$ cat src/rtl/plab4_net_tdm_term_ifc_pkg.sv
// Shared definitions for the two-domain TDM network: domain encodings, network
// message layout helpers and the epoch-counter width.
package plab4_net_tdm_term_ifc_pkg;

  // Domain tag carried on the sd wires and held in the epoch register.
  typedef enum logic {
    D0 = 1'b0,
    D1 = 1'b1
  } domain_e;

  // Network message layout, MSB first: {dest, src, opaque, payload}.
  function automatic int unsigned net_msg_nbits(input int unsigned p, input int unsigned o,
                                                input int unsigned s);
    return p + o + 2 * s;
  endfunction

  // Bit offset of the lowest src bit.
  function automatic int unsigned net_msg_src_lsb(input int unsigned p, input int unsigned o);
    return p + o;
  endfunction

  // Width of the slot counter inside one epoch; at least one bit.
  function automatic int unsigned epoch_cnt_nbits(input int unsigned cycles);
    return (cycles > 1) ? $clog2(cycles) : 1;
  endfunction

endpackage

$ cat src/rtl/plab4_net_tdm_term_ifc_queue.sv
// Normal (non-bypass, non-pipe) FIFO used for all four terminal queues.
// Depth must be a power of two so the pointers wrap naturally.
module plab4_net_tdm_term_ifc_queue #(
  parameter int unsigned Width = 41,
  parameter int unsigned Depth = 2
) (
  input  logic             clk,
  input  logic             reset,
  input  logic             enq_val_i,
  output logic             enq_rdy_o,
  input  logic [Width-1:0] enq_msg_i,
  output logic             deq_val_o,
  input  logic             deq_rdy_i,
  output logic [Width-1:0] deq_msg_o
);

  localparam int unsigned AddrW = (Depth > 1) ? $clog2(Depth) : 1;
  localparam logic [AddrW:0] CntFull = (AddrW + 1)'(Depth);

  logic [Width-1:0] mem_q [Depth];
  logic [Width-1:0] mem_d [Depth];
  logic [AddrW-1:0] wr_ptr_q, wr_ptr_d;
  logic [AddrW-1:0] rd_ptr_q, rd_ptr_d;
  logic [AddrW:0]   cnt_q, cnt_d;
  logic             do_enq, do_deq;

  // Handshake status straight from the occupancy count.
  always_comb begin
    enq_rdy_o = (cnt_q != CntFull);
    deq_val_o = (cnt_q != '0);
    deq_msg_o = mem_q[rd_ptr_q];
    do_enq    = enq_val_i && enq_rdy_o;
    do_deq    = deq_val_o && deq_rdy_i;
  end

  // Next-state: write at tail, advance head, track occupancy.
  always_comb begin
    mem_d    = mem_q;
    wr_ptr_d = wr_ptr_q;
    rd_ptr_d = rd_ptr_q;
    cnt_d    = cnt_q;
    if (do_enq) begin
      mem_d[wr_ptr_q] = enq_msg_i;
      wr_ptr_d        = wr_ptr_q + AddrW'(1);
    end
    if (do_deq) begin
      rd_ptr_d = rd_ptr_q + AddrW'(1);
    end
    unique case ({do_enq, do_deq})
      2'b10:   cnt_d = cnt_q + (AddrW + 1)'(1);
      2'b01:   cnt_d = cnt_q - (AddrW + 1)'(1);
      default: cnt_d = cnt_q;
    endcase
  end

  // State register with synchronous active-low reset.
  always_ff @(posedge clk) begin
    if (!reset) begin
      mem_q    <= '{default: '0};
      wr_ptr_q <= '0;
      rd_ptr_q <= '0;
      cnt_q    <= '0;
    end else begin
      mem_q    <= mem_d;
      wr_ptr_q <= wr_ptr_d;
      rd_ptr_q <= rd_ptr_d;
      cnt_q    <= cnt_d;
    end
  end

endmodule

$ cat src/rtl/plab4_net_tdm_term_ifc.sv
// Terminal-side interface of the two-domain TDM ring router. Buffers per-domain
// injection traffic, offers it to the router only during the owning domain's
// epoch, and demultiplexes router output into per-domain ejection queues.
// Optional feature: PLAB4_NET_TDM_IFC_STAMP_SRC_EN overwrites the src field of
// injected messages with p_router_id.
module plab4_net_tdm_term_ifc
  import plab4_net_tdm_term_ifc_pkg::*;
#(
  parameter int unsigned p_payload_nbits = 32,
  parameter int unsigned p_opaque_nbits  = 3,
  parameter int unsigned p_srcdest_nbits = 3,
  parameter int unsigned p_router_id     = 0,
  parameter int unsigned p_num_msgs      = 2,
  parameter int unsigned p_epoch_cycles  = 1,
  localparam int unsigned c_net_msg_nbits =
    net_msg_nbits(p_payload_nbits, p_opaque_nbits, p_srcdest_nbits)
) (
  input  logic                       clk,
  input  logic                       reset,
  input  logic                       d0_req_val,
  output logic                       d0_req_rdy,
  input  logic [c_net_msg_nbits-1:0] d0_req_msg,
  input  logic                       d1_req_val,
  output logic                       d1_req_rdy,
  input  logic [c_net_msg_nbits-1:0] d1_req_msg,
  output logic                       d0_resp_val,
  input  logic                       d0_resp_rdy,
  output logic [c_net_msg_nbits-1:0] d0_resp_msg,
  output logic                       d1_resp_val,
  input  logic                       d1_resp_rdy,
  output logic [c_net_msg_nbits-1:0] d1_resp_msg,
  output logic                       net_out_val,
  input  logic                       net_out_rdy,
  output logic [c_net_msg_nbits-1:0] net_out_msg,
  output logic                       net_out_sd,
  input  logic                       net_in_val,
  output logic                       net_in_rdy,
  input  logic [c_net_msg_nbits-1:0] net_in_msg,
  input  logic                       net_in_sd
);

  localparam int unsigned SlotW    = epoch_cnt_nbits(p_epoch_cycles);
  localparam logic [SlotW-1:0] SlotLast = SlotW'(p_epoch_cycles - 1);
  localparam int unsigned SrcLsb   = net_msg_src_lsb(p_payload_nbits, p_opaque_nbits);

`ifdef PLAB4_NET_TDM_IFC_STAMP_SRC_EN
  localparam bit StampSrc = 1'b1;
`else
  localparam bit StampSrc = 1'b0;
`endif

  domain_e          epoch_q, epoch_d;
  logic [SlotW-1:0] slot_cnt_q, slot_cnt_d;

  logic [c_net_msg_nbits-1:0] iq0_enq_msg, iq1_enq_msg;
  logic [c_net_msg_nbits-1:0] iq0_deq_msg, iq1_deq_msg;
  logic iq0_deq_val, iq1_deq_val, iq0_deq_rdy, iq1_deq_rdy;
  logic eq0_enq_val, eq1_enq_val, eq0_enq_rdy, eq1_enq_rdy;

  // Epoch counter: p_epoch_cycles slots per epoch, then hand over to the other domain.
  always_comb begin
    slot_cnt_d = slot_cnt_q + SlotW'(1);
    epoch_d    = epoch_q;
    if (slot_cnt_q == SlotLast) begin
      slot_cnt_d = '0;
      epoch_d    = (epoch_q == D0) ? D1 : D0;
    end
  end

  // Epoch state register.
  always_ff @(posedge clk) begin
    if (!reset) begin
      epoch_q    <= D0;
      slot_cnt_q <= '0;
    end else begin
      epoch_q    <= epoch_d;
      slot_cnt_q <= slot_cnt_d;
    end
  end

  // Injected message formatting: optionally stamp our router id into src.
  always_comb begin
    iq0_enq_msg = d0_req_msg;
    iq1_enq_msg = d1_req_msg;
    if (StampSrc) begin
      iq0_enq_msg[SrcLsb +: p_srcdest_nbits] = p_srcdest_nbits'(p_router_id);
      iq1_enq_msg[SrcLsb +: p_srcdest_nbits] = p_srcdest_nbits'(p_router_id);
    end
  end

  // Epoch-indexed muxes: only the owning domain's queue sees the router, and
  // ejected traffic is steered purely by its sd tag.
  always_comb begin
    iq0_deq_rdy = (epoch_q == D0) && net_out_rdy;
    iq1_deq_rdy = (epoch_q == D1) && net_out_rdy;
    net_out_sd  = epoch_q;
    net_out_val = (epoch_q == D1) ? iq1_deq_val : iq0_deq_val;
    net_out_msg = (epoch_q == D1) ? iq1_deq_msg : iq0_deq_msg;
    eq0_enq_val = net_in_val && (net_in_sd == D0);
    eq1_enq_val = net_in_val && (net_in_sd == D1);
    net_in_rdy  = (net_in_sd == D1) ? eq1_enq_rdy : eq0_enq_rdy;
  end

  plab4_net_tdm_term_ifc_queue #(
    .Width (c_net_msg_nbits),
    .Depth (p_num_msgs)
  ) u_iq0 (
    .clk       (clk),
    .reset     (reset),
    .enq_val_i (d0_req_val),
    .enq_rdy_o (d0_req_rdy),
    .enq_msg_i (iq0_enq_msg),
    .deq_val_o (iq0_deq_val),
    .deq_rdy_i (iq0_deq_rdy),
    .deq_msg_o (iq0_deq_msg)
  );

  plab4_net_tdm_term_ifc_queue #(
    .Width (c_net_msg_nbits),
    .Depth (p_num_msgs)
  ) u_iq1 (
    .clk       (clk),
    .reset     (reset),
    .enq_val_i (d1_req_val),
    .enq_rdy_o (d1_req_rdy),
    .enq_msg_i (iq1_enq_msg),
    .deq_val_o (iq1_deq_val),
    .deq_rdy_i (iq1_deq_rdy),
    .deq_msg_o (iq1_deq_msg)
  );

  plab4_net_tdm_term_ifc_queue #(
    .Width (c_net_msg_nbits),
    .Depth (p_num_msgs)
  ) u_eq0 (
    .clk       (clk),
    .reset     (reset),
    .enq_val_i (eq0_enq_val),
    .enq_rdy_o (eq0_enq_rdy),
    .enq_msg_i (net_in_msg),
    .deq_val_o (d0_resp_val),
    .deq_rdy_i (d0_resp_rdy),
    .deq_msg_o (d0_resp_msg)
  );

  plab4_net_tdm_term_ifc_queue #(
    .Width (c_net_msg_nbits),
    .Depth (p_num_msgs)
  ) u_eq1 (
    .clk       (clk),
    .reset     (reset),
    .enq_val_i (eq1_enq_val),
    .enq_rdy_o (eq1_enq_rdy),
    .enq_msg_i (net_in_msg),
    .deq_val_o (d1_resp_val),
    .deq_rdy_i (d1_resp_rdy),
    .deq_msg_o (d1_resp_msg)
  );

endmodule

$ cat config.mk
export PLATFORM = sky130hd
export DESIGN_NAME = plab4_net_tdm_term_ifc
export DESIGN_NICKNAME = d
export VERILOG_FILES = /design/src/rtl/plab4_net_tdm_term_ifc_pkg.sv /design/src/rtl/plab4_net_tdm_term_ifc_queue.sv /design/src/rtl/plab4_net_tdm_term_ifc.sv
export SDC_FILE = /design/constraint.sdc
export NUM_CORES = 1
export LEC_CHECK = 0
export ABC_AREA = 1
export ABC_CLOCK_PERIOD_IN_PS = 1650
export CAP_MARGIN = 5
export CORE_MARGIN = 10
export CORE_UTILIZATION = 38
export CTS_CLUSTER_SIZE = 28
export DETAILED_ROUTE_END_ITERATION = 6
export PLACE_DENSITY = 0.67
export RECOVER_POWER = 25
export SETUP_SLACK_MARGIN = 0.2
export SLEW_MARGIN = 20
export SYNTH_ARGS = -nofsm -noshare
export SYNTH_HDL_FRONTEND = slang
export SYNTH_SLANG_ARGS = --single-unit
$ cat constraint.sdc
create_clock -name clk -period 1.65 [get_ports clk]
set_input_delay 0.33 -clock clk [delete_from_list [all_inputs] [get_ports clk]]
set_output_delay 0.33 -clock clk [all_outputs]
set_load 0.02 [all_outputs]
==> flow_summary.ini, run 1 <==
[timing]
slew_viol_final = 0
setup_slack_ns = -0.488
rsz0062_at_grt = true
hold_violations = 0
slew_headroom_pct = 62.0
finalCritPeriodShare_pct = 130
tightestPinTransition_ns = 0.570
setup_viol = 183
clock.fmax_ghz = 0.468
fin_crit_ns = 2.14
finClkSkew_ns = 0.0478

[setup_path]
startpoint_type = flop
crit_arrival_ns = 1.81
crit_buf_inv = 3
cp.required_ns = 1.32
path_cells = buf_12 -> buf_16 -> o211ai_1 -> nand2_1 -> buf_6
crit_fanout = 6
path_class = flop to primary output
end_kind = primary output
r2r_slack_ns = -0.19
r2r-end = u_eq1.mem_q[45]$_SDFFE_PN0P_
r2r_start = u_eq1.cnt_q[0]$_SDFFE_PN0P_
critPathTopFamily = buffers and inverters
slowest_stage = dfxtp_4
r2r_cells = 9
max_stage_delay_ns = 0.41

[power]
powerDensity_mw_per_mm2 = 1060
pwr-share-clk_pct = 32.9
combinationalPowerShare_pct = 34.0
p_leak_nw = 12.8
total_power_w = 0.0285
power_switching_w = 0.00967
power_frac_seq_pct = 33.1
vdd_ir_drop_max_mv = 0.846
p_int_w = 0.0188
swShare_pct = 34.0

[synthesis]
yosysUniqueCellTypes = 25
synth_cells = 2708
ys_async_sr_fraction_pct = 0
synth-seq-cells = 346
synth_edf_count = 0
synth_most_common_cell = nand2_1
ys.flop_type = dfxtp_1
ys_seq_area_share_pct = 39.8
synth_common_cells = nand2_1 (762), inv_1 (455), dfxtp_1 (346), nor2_1 (344), nand4_1 (248)
syn_area_mm2 = 0.0174
synth_top_area_cell = dfxtp_1
synth_area_leaders = dfxtp_1 (40%), nand2_1 (16%), inv_1 (9.8%)
syn_avg_cell_area_um2 = 6.43
yosys_warnings = 0
synth_nets = 2844
synth_top_area_share_pct = 39.8

[die]
dieHeight_um = 234
ioPinCount = 262
die_w_um = 234
coreArea_mm2 = 0.0454
start_util_pct = 38.4
row_count = 78
die-area_mm2 = 0.0548

[route]
via_per_inst = 5.29
num_vias = 19500
drt_iter0_markers = 2244
first_pass_iters = 6
drt-total-wl_um = 70000
drtAntennaViolNets = 0
drcViolationCount = 0
wire_per_inst_um = 19.0

[placement]
dp_cells = 3473
io_buffer_count = 261
globalplace.congestion = 0.836
place_ws_ns = -0.377
dp.final_hpwl_um = 37500

[status]
violations = negative setup slack
status = complete, but fails checks

[grt]
grt_pass1_wl_um = 93400
grt_remaining_overflow = 0
antenna_found_initial = 6
grt_pass1_vias = 17500
track_usage_pct = 21.1
grt_max_degree = 65

[layout]
fillers = 3720
area_delta_synth_final_pct = 53.9
drive_above_1_share_pct = 25.1
final_cells = 3688
finish.utilization_pct = 59.1
layout.nets = 3189

[worst_hold_path]
min-delay-start = reset
min_to = u_iq1.cnt_q[0]$_SDFFE_PN0P_
hp-class = input port to flop
min_path_cells = 3

[clock_tree]
clk_latency_ns = 0.61
cts_tree = done
htree_num_levels = 2
clk_pin_slew_ns = 0.06
clockBufferDepth = 3
cts_sinks = 346
numCtsBuffers = 43
holdBufCountCts = 0
cts-root-buf = clkbuf_16

[run]
drv_cap = 0
==> placed cells by master (no fill, tap or decap), drive strengths merged <==
master / Yosys / routed
clkdlybuf4s50: 0 / 129
clkinv: 0 / 8
bufinv: 0 / 1
a21oi: 138 / 138
mux2: 1 / 1
o21ai: 126 / 126
dfxtp: 346 / 346
bufbuf: 0 / 1
inv: 466 / 467
nand3: 12 / 13
ha: 4 / 4
clkbuf: 61 / 106
xor2: 2 / 2
nor2: 345 / 345
o211ai: 41 / 41
diode: 0 / 4
nand4: 248 / 248
clkinvlp: 0 / 3
conb: 1 / 1
nand2: 766 / 766
or2: 6 / 6
o21a: 2 / 2
buf: 143 / 330
==> layout make-up <==
| type | instances | area [um^2] | share of cell area, % |
|---|---|---|---|
| Antenna cell | 4 | 10.0 | 0.0373 |
| Clock buffer | 63 | 1230 | 4.59 |
| Clock inverter | 13 | 170 | 0.635 |
| Inverter | 466 | 1750 | 6.54 |
| Multi-Input combinational cell | 1693 | 9480 | 35.4 |
| Sequential cell | 346 | 6960 | 25.9 |
| Tap cell | 600 | 751 | 2.80 |
| Timing Repair Buffer | 503 | 6450 | 24.1 |
==> worst reg2reg max path, cell delays in order (launching register included) <==
cell and delay [ns]:
dfxtp_4 0.35, inv_2 0.05, nand2_4 0.09, buf_12 0.12, clkbuf_2 0.25, nand3_1 0.37, clkbuf_16 0.33, nand2_1 0.07
inv_1 0.04, nor2_1 0.10
==> state kept, by name, summed over array words and instances (netlist names), 2 cells and up <==
| name | flops |
|---|---|
| u_eq0.cnt_q | 2 |
| u_eq0.mem_q | 82 |
| u_eq1.cnt_q | 2 |
| u_eq1.mem_q | 82 |
| u_iq1.mem_q | 82 |
| u_iq0.mem_q | 82 |
| u_iq0.cnt_q | 2 |
| u_iq1.cnt_q | 2 |
==> power groups by stage <==
stage	Combinational (W)	Sequential (W)	Clock, W
after detailed placement	0.00649	0.00951	0
after global placement	0.00638	0.00948	0
after floorplan	0.00386	0.00942	0
final	0.00968	0.00943	0.00937
after CTS	0.00739	0.00937	0.00944
after global routing	0.0103	0.00948	0.00980
==> how the worst max path moves through the flow <==
stage / slack [ns] / startpoint / depth (start not counted) / to
detailed placement: -0.38 / net_in_sd / 3 / net_in_rdy
global route: -0.52 / u_iq1.rd_ptr_q$_SDFFE_PN0P_ / 5 / net_out_msg[1]
finish: -0.49 / u_iq1.rd_ptr_q$_SDFFE_PN0P_ / 5 / net_out_msg[1]
floorplan: 0.17 / net_out_sd$_SDFFE_PN0N_ / 9 / u_iq1.cnt_q[1]$_SDFFE_PN0P_
global placement: -0.37 / net_in_sd / 3 / net_in_rdy
CTS: -0.49 / u_iq1.rd_ptr_q$_SDFFE_PN0P_ / 5 / net_out_msg[11]
==> cell families after synthesis <==
kind of cell    synth area share, %
fa+ha+maj                     0.287
flops                          39.8
compound gates                 9.44
mux                          0.0647
buf+inv                        16.3
simple gates                   34.0
xor+xnor                      0.101
other cells                  0.0215
==> per-layer routing <==
metal  vias to the layer above  GRT usage (%)  share of wire (%)
li1                       9142              -                  -
met4                         4           9.39                4.7
met1                      9054           25.7                 38
met2                      1070           35.1                 47
met5                         -              0              0.037
met3                       231           4.76                 10
==> stage by stage <==
stage / hold WS [ns] / setup TNS [ns] / cell area [um^2]
CTS: 0.0901 / -44.74 / 23500
finish: 0.0982 / -51.51 / 26800
global route: 0.134 / -62.88 / 26800
global placement: 0.445 / -59.81 / 21000
floorplan: 0.437 / 0 / 17500
detailed placement: 0.448 / -67.04 / 21000
==> what timing repair did <==
action / 4_1_cts / 5_1_grt
pin swaps: 48 / 154
hold endpoints to repair: 0 / 0
setup endpoints to repair: 358 / 397
resized for setup: 908 / 551
buffers inserted: 32 / 41
gates cloned: 14 / 48
Note: power is estimated with default switching activity, not from simulation.
==> run 2, diff against run 1 <==
==> constraint.sdc (replaced) <==
create_clock -name clk -period 1.65 [get_ports clk]
set_input_delay 0.33 -clock clk [delete_from_list [all_inputs] [get_ports clk]]
set_output_delay 0.33 -clock clk [all_outputs]
set_load 0.01 [all_outputs]
==> run 2 against run 1 <==
The run still ends with negative setup slack left. Die area stayed put. Clock power shrank 9.1%. Hold slack better by 0.12 ns. Flip-flop and latch count unchanged. Count of clock-buffer cells in the layout is 8 lower. Critical path type unchanged. Largest cell class unchanged. Highest routed layer unchanged.
==> flow_summary.ini, run 2 (synthesized netlist as in run 1, its figures left out) <==
[status]
status = complete, but fails checks
violations = negative setup slack

[clock_tree]
cts_sinks = 346
cts-root-buf = clkbuf_16
cts_tree = done
clockBufferDepth = 3
clk_pin_slew_ns = 0.06
clk_latency_ns = 0.57
htree_num_levels = 2
numCtsBuffers = 40

[timing]
finClkSkew_ns = 0.0222
tightestPinTransition_ns = 0.601
slew_headroom_pct = 59.9
rsz0062_at_grt = true
hold_violations = 0
clock.fmax_ghz = 0.471
slew_viol_final = 0
whs_ns = 0.218
fin_crit_ns = 2.12
setup_viol = 134
setup_slack_ns = -0.472
finalCritPeriodShare_pct = 129

[setup_path]
cp.required_ns = 1.32
startpoint_type = flop
path_class = flop to primary output
end_kind = primary output
crit_fanout = 7
crit_arrival_ns = 1.79

[die]
die_w_um = 234
row_count = 78
start_util_pct = 38.4
die-area_mm2 = 0.0548
dieHeight_um = 234
coreArea_mm2 = 0.0454
ioPinCount = 262

[route]
via_per_inst = 5.26
drt-total-wl_um = 68500
wire_per_inst_um = 18.6
drcViolationCount = 0
num_vias = 19400
first_pass_iters = 6
drt_iter0_markers = 2014
drtAntennaViolNets = 0

[placement]
dp.final_hpwl_um = 37000
dp_cells = 3471
place_area_mm2 = 0.0210
io_buffer_count = 261
globalplace.congestion = 0.862
place_ws_ns = -0.352

[run]
drv_cap = 0

[power]
total_power_w = 0.0268
vdd_ir_drop_max_mv = 0.647
powerDensity_mw_per_mm2 = 1040
p_leak_nw = 12.6

[grt]
grt_pass1_wl_um = 97000
grt_pass1_vias = 17800
antenna_found_initial = 3
track_usage_pct = 21.9
grt_max_degree = 109
grt_remaining_overflow = 0

[layout]
final_cells = 3691
layout.nets = 3202
regArea_mm2 = 0.00696
drive_above_1_share_pct = 22.9
multi_input_area_mm2 = 0.00892
area_delta_synth_final_pct = 48.0
final_cell_area_mm2 = 0.0258
layout_common_cells = nand2_1 (681), inv_1 (454), nor2_1 (334), dfxtp_1 (334), nand4_1 (248)
fillers = 4011
layout_commonest_cell = nand2_1

[worst_hold_path]
hp-class = input port to flop
[run 2: worst max-delay path: stages (launching register included)]
cell	delay [ns]
dfxtp_4	0.42
buf_12	0.16
buf_8	0.13
o211ai_1	0.26
nand2_1	0.08
buf_2	0.15
[run 2: layout make-up]
type | instances | share of cell area, %
antenna | 2 | 0.0194
clock buffer | 55 | 4.41
clock inverter | 10 | 0.335
inverter | 466 | 6.83
multi-input combinational | 1692 | 34.6
sequential | 346 | 27.0
tap | 600 | 2.91
timing repair buffer | 520 | 23.9
[run 2: repair_timing]
action	4_1_cts	5_1_grt
gates cloned	25	26
buffers inserted	47	55
hold buffers	0	0
endpoints found under the setup margin	203	396
resized for setup	840	368
pin swaps	68	78
[run 2: layer usage]
| metal | vias to the layer above | GRT usage (%) | part of all wire [%] |
|---|---|---|---|
| met5 | - | 0 | 0.025 |
| met1 | 9013 | 27.7 | 39 |
| met4 | 2 | 8.39 | 3.9 |
| li1 | 9160 | - | - |
| met3 | 199 | 4.63 | 9.8 |
| met2 | 1034 | 36.1 | 47 |
[run 2: path summary, 6_finish.rpt]
kind                                                    from                           end  slack, ns  depth (start not counted)
worst min-delay path                                   reset  u_iq0.mem_q[45]$_SDFFE_PN0P_       0.22                          3
worst min register to register  u_iq0.mem_q[49]$_SDFFE_PN0P_  u_iq0.mem_q[49]$_SDFFE_PN0P_       0.46                          2
worst max register to register   u_eq1.cnt_q[0]$_SDFFE_PN0P_  u_eq1.mem_q[40]$_SDFFE_PN0P_      -0.01                          8
worst max-delay path             u_iq1.rd_ptr_q$_SDFFE_PN0P_               net_out_msg[19]      -0.47                          5
[run 2: through the flow]
| step | TNS (ns) | utilization [%] |
|---|---|---|
| after CTS | -42.01 | 52.7 |
| after detailed placement | -56.28 | 46.3 |
| after global routing | -52.62 | 56.8 |
| after global placement | -51.55 | 46.3 |
| after floorplan | 0 | - |
| final | -42.00 | 56.8 |
[run 2: power breakdown]
group	internal, W	switching (W)
registers	0.00904	0.000368
logic	0.00406	0.00479
clock network	0.00482	0.00369
total	0.0179	0.00885
==> run 3, diff against run 2 <==
ABC_CLOCK_PERIOD_IN_PS = 2170   (was 1650)
clock period = 2.17 ns   (was 1.65 ns; I/O delays follow)
==> run 3 against run 2 <==
The flow still finishes with violations (negative setup slack). Utilization fell by 3.2 points. Critical path depth did not move. Sequential share of layout area rose by 1.6 points. Register-to-register slack improved by 0.06 ns. Cell area fell by 5.7%. Setup slack improved by 0.47 ns. Flip-flop and latch count did not move. Combinational power fell by 34%. Final cell count fell by 2.6%.
==> flow_summary.ini, run 3 (synthesized netlist as in run 1, its figures left out) <==
[route]
num_vias = 18700
via_per_inst = 5.20
drcViolationCount = 0
first_pass_iters = 5
drtAntennaViolNets = 0
drt_iter0_markers = 1930
drt-total-wl_um = 64000
wire_per_inst_um = 17.8

[layout]
area_delta_synth_final_pct = 39.6
final_cell_area_mm2 = 0.0243
layout.nets = 3099
fillers = 4173
drive_above_1_share_pct = 18.6
layout_common_cells = nand2_1 (686), inv_1 (456), nor2_1 (345)
layout_commonest_cell = nand2_1

[die]
die_w_um = 234
ioPinCount = 262
start_util_pct = 38.4
row_count = 78
dieHeight_um = 234
die-area_mm2 = 0.0548
coreArea_mm2 = 0.0454

[setup_path]
cp.required_ns = 1.74
crit_arrival_ns = 1.74
r2r_start = u_iq0.cnt_q[0]$_SDFFE_PN0P_
startpoint_type = flop
crit_start = u_iq1.rd_ptr_q$_SDFFE_PN0P_
end_kind = primary output
path_class = flop to primary output
crit_fanout = 5

[timing]
tightestPinTransition_ns = 0.974
fin_crit_ns = 2.17
finalCritPeriodShare_pct = 100
slew_viol_final = 0
hold_violations = 0
rsz0062_at_grt = true
clock.fmax_ghz = 0.461
finClkSkew_ns = 0.0205
slew_headroom_pct = 35.1
whs_ns = 0.225
setup_slack_ns = -0.00120
setup_viol = 1

[power]
vdd_ir_drop_max_mv = 0.609
powerDensity_mw_per_mm2 = 827
p_leak_nw = 12.0

[worst_hold_path]
min-delay-start = reset
hp-class = input port to flop

[placement]
dp.final_hpwl_um = 35700
globalplace.congestion = 0.839
io_buffer_count = 261
place_area_mm2 = 0.0204

[clock_tree]
cts_sinks = 346
holdBufCountCts = 0
numCtsBuffers = 41
htree_num_levels = 2
clockBufferDepth = 3
cts_tree = done
cts-root-buf = clkbuf_16
clk_pin_slew_ns = 0.06
clk_latency_ns = 0.56

[grt]
antenna_found_initial = 3
grt_pass1_wl_um = 94900
grt_max_degree = 95
grt_pass1_vias = 17500
track_usage_pct = 21.3
grt_remaining_overflow = 0

[run]
drv_cap = 0

[status]
status = complete, but fails checks
violations = negative setup slack
[run 3: final timing paths]
path                                   to  slack (ns)  cells after the start
max                       net_out_msg[19]      -0.001                      5
min           u_iq1.mem_q[1]$_SDFFE_PN0P_        0.22                      3
max reg2reg  u_iq0.mem_q[51]$_SDFFE_PN0P_        0.05                      7
min reg2reg  u_iq0.mem_q[52]$_SDFFE_PN0P_        0.46                      2
[run 3: metrics by stage]
| step | power [W] | util [%] | cells | setup slack (ns) | setup TNS [ns] |
|---|---|---|---|---|---|
| 2_1_floorplan | 0.00979 | - | 2708 | 0.576 | 0 |
| 3_3_place_gp | 0.0116 | 45.0 | 3425 | -0.00848 | -0.00848 |
| 3_5_place_dp | 0.0116 | 45.0 | 3425 | -0.00971 | -0.00971 |
| 4_1_cts | 0.0194 | 50.9 | 3551 | -0.0239 | -0.106 |
| 5_1_grt | 0.0210 | 53.6 | 3594 | -0.0625 | -1.32 |
| 6_report | 0.0201 | 53.6 | 3595 | -0.00120 | -0.00120 |
[run 3: area by class of cell]
cell class	count	area [um^2]	share of cell area (%)
flip-flops and latches	346	6950	28.6
repair buffers	415	4790	19.7
diodes	2	5.00	0.0206
multi-input cells	1693	8680	35.7
inverters	466	1760	7.25
clock buffers	61	1220	5.02
well taps	600	751	3.09
clock inverters	12	149	0.613
[run 3: power by group]
part | total [W] | switching [W] | leakage (nW) | internal (W)
clock | 0.00709 | 0.00284 | 0.676 | 0.00425
combinational | 0.00584 | 0.00331 | 8.45 | 0.00253
sequential | 0.00717 | 0.000300 | 2.84 | 0.00687
[run 3: critical path: stages, from the launching register on]
cell and delay (ns):
dfxtp_4 0.39, buf_12 0.15, buf_16 0.13, o211ai_1 0.29
nand2_1 0.07, buf_2 0.15
[run 3: repair_timing]
item                                    in CTS  in global routing
cloned                                      23                 16
endpoints found under the setup margin     130                129
setup buffers                               30                 26
pin swaps                                   79                 62
gates resized for setup                    803                252
[run 3: layer usage]
metal	vias up	track usage, %	part of all wire, %	wire length, um
li1	8939	-	-	-
met1	8724	27.5	41	26000
met5	-	0	0.019	12
met4	2	7.98	3.7	2390
met3	169	4.59	8.7	5570
met2	874	34.4	47	30000
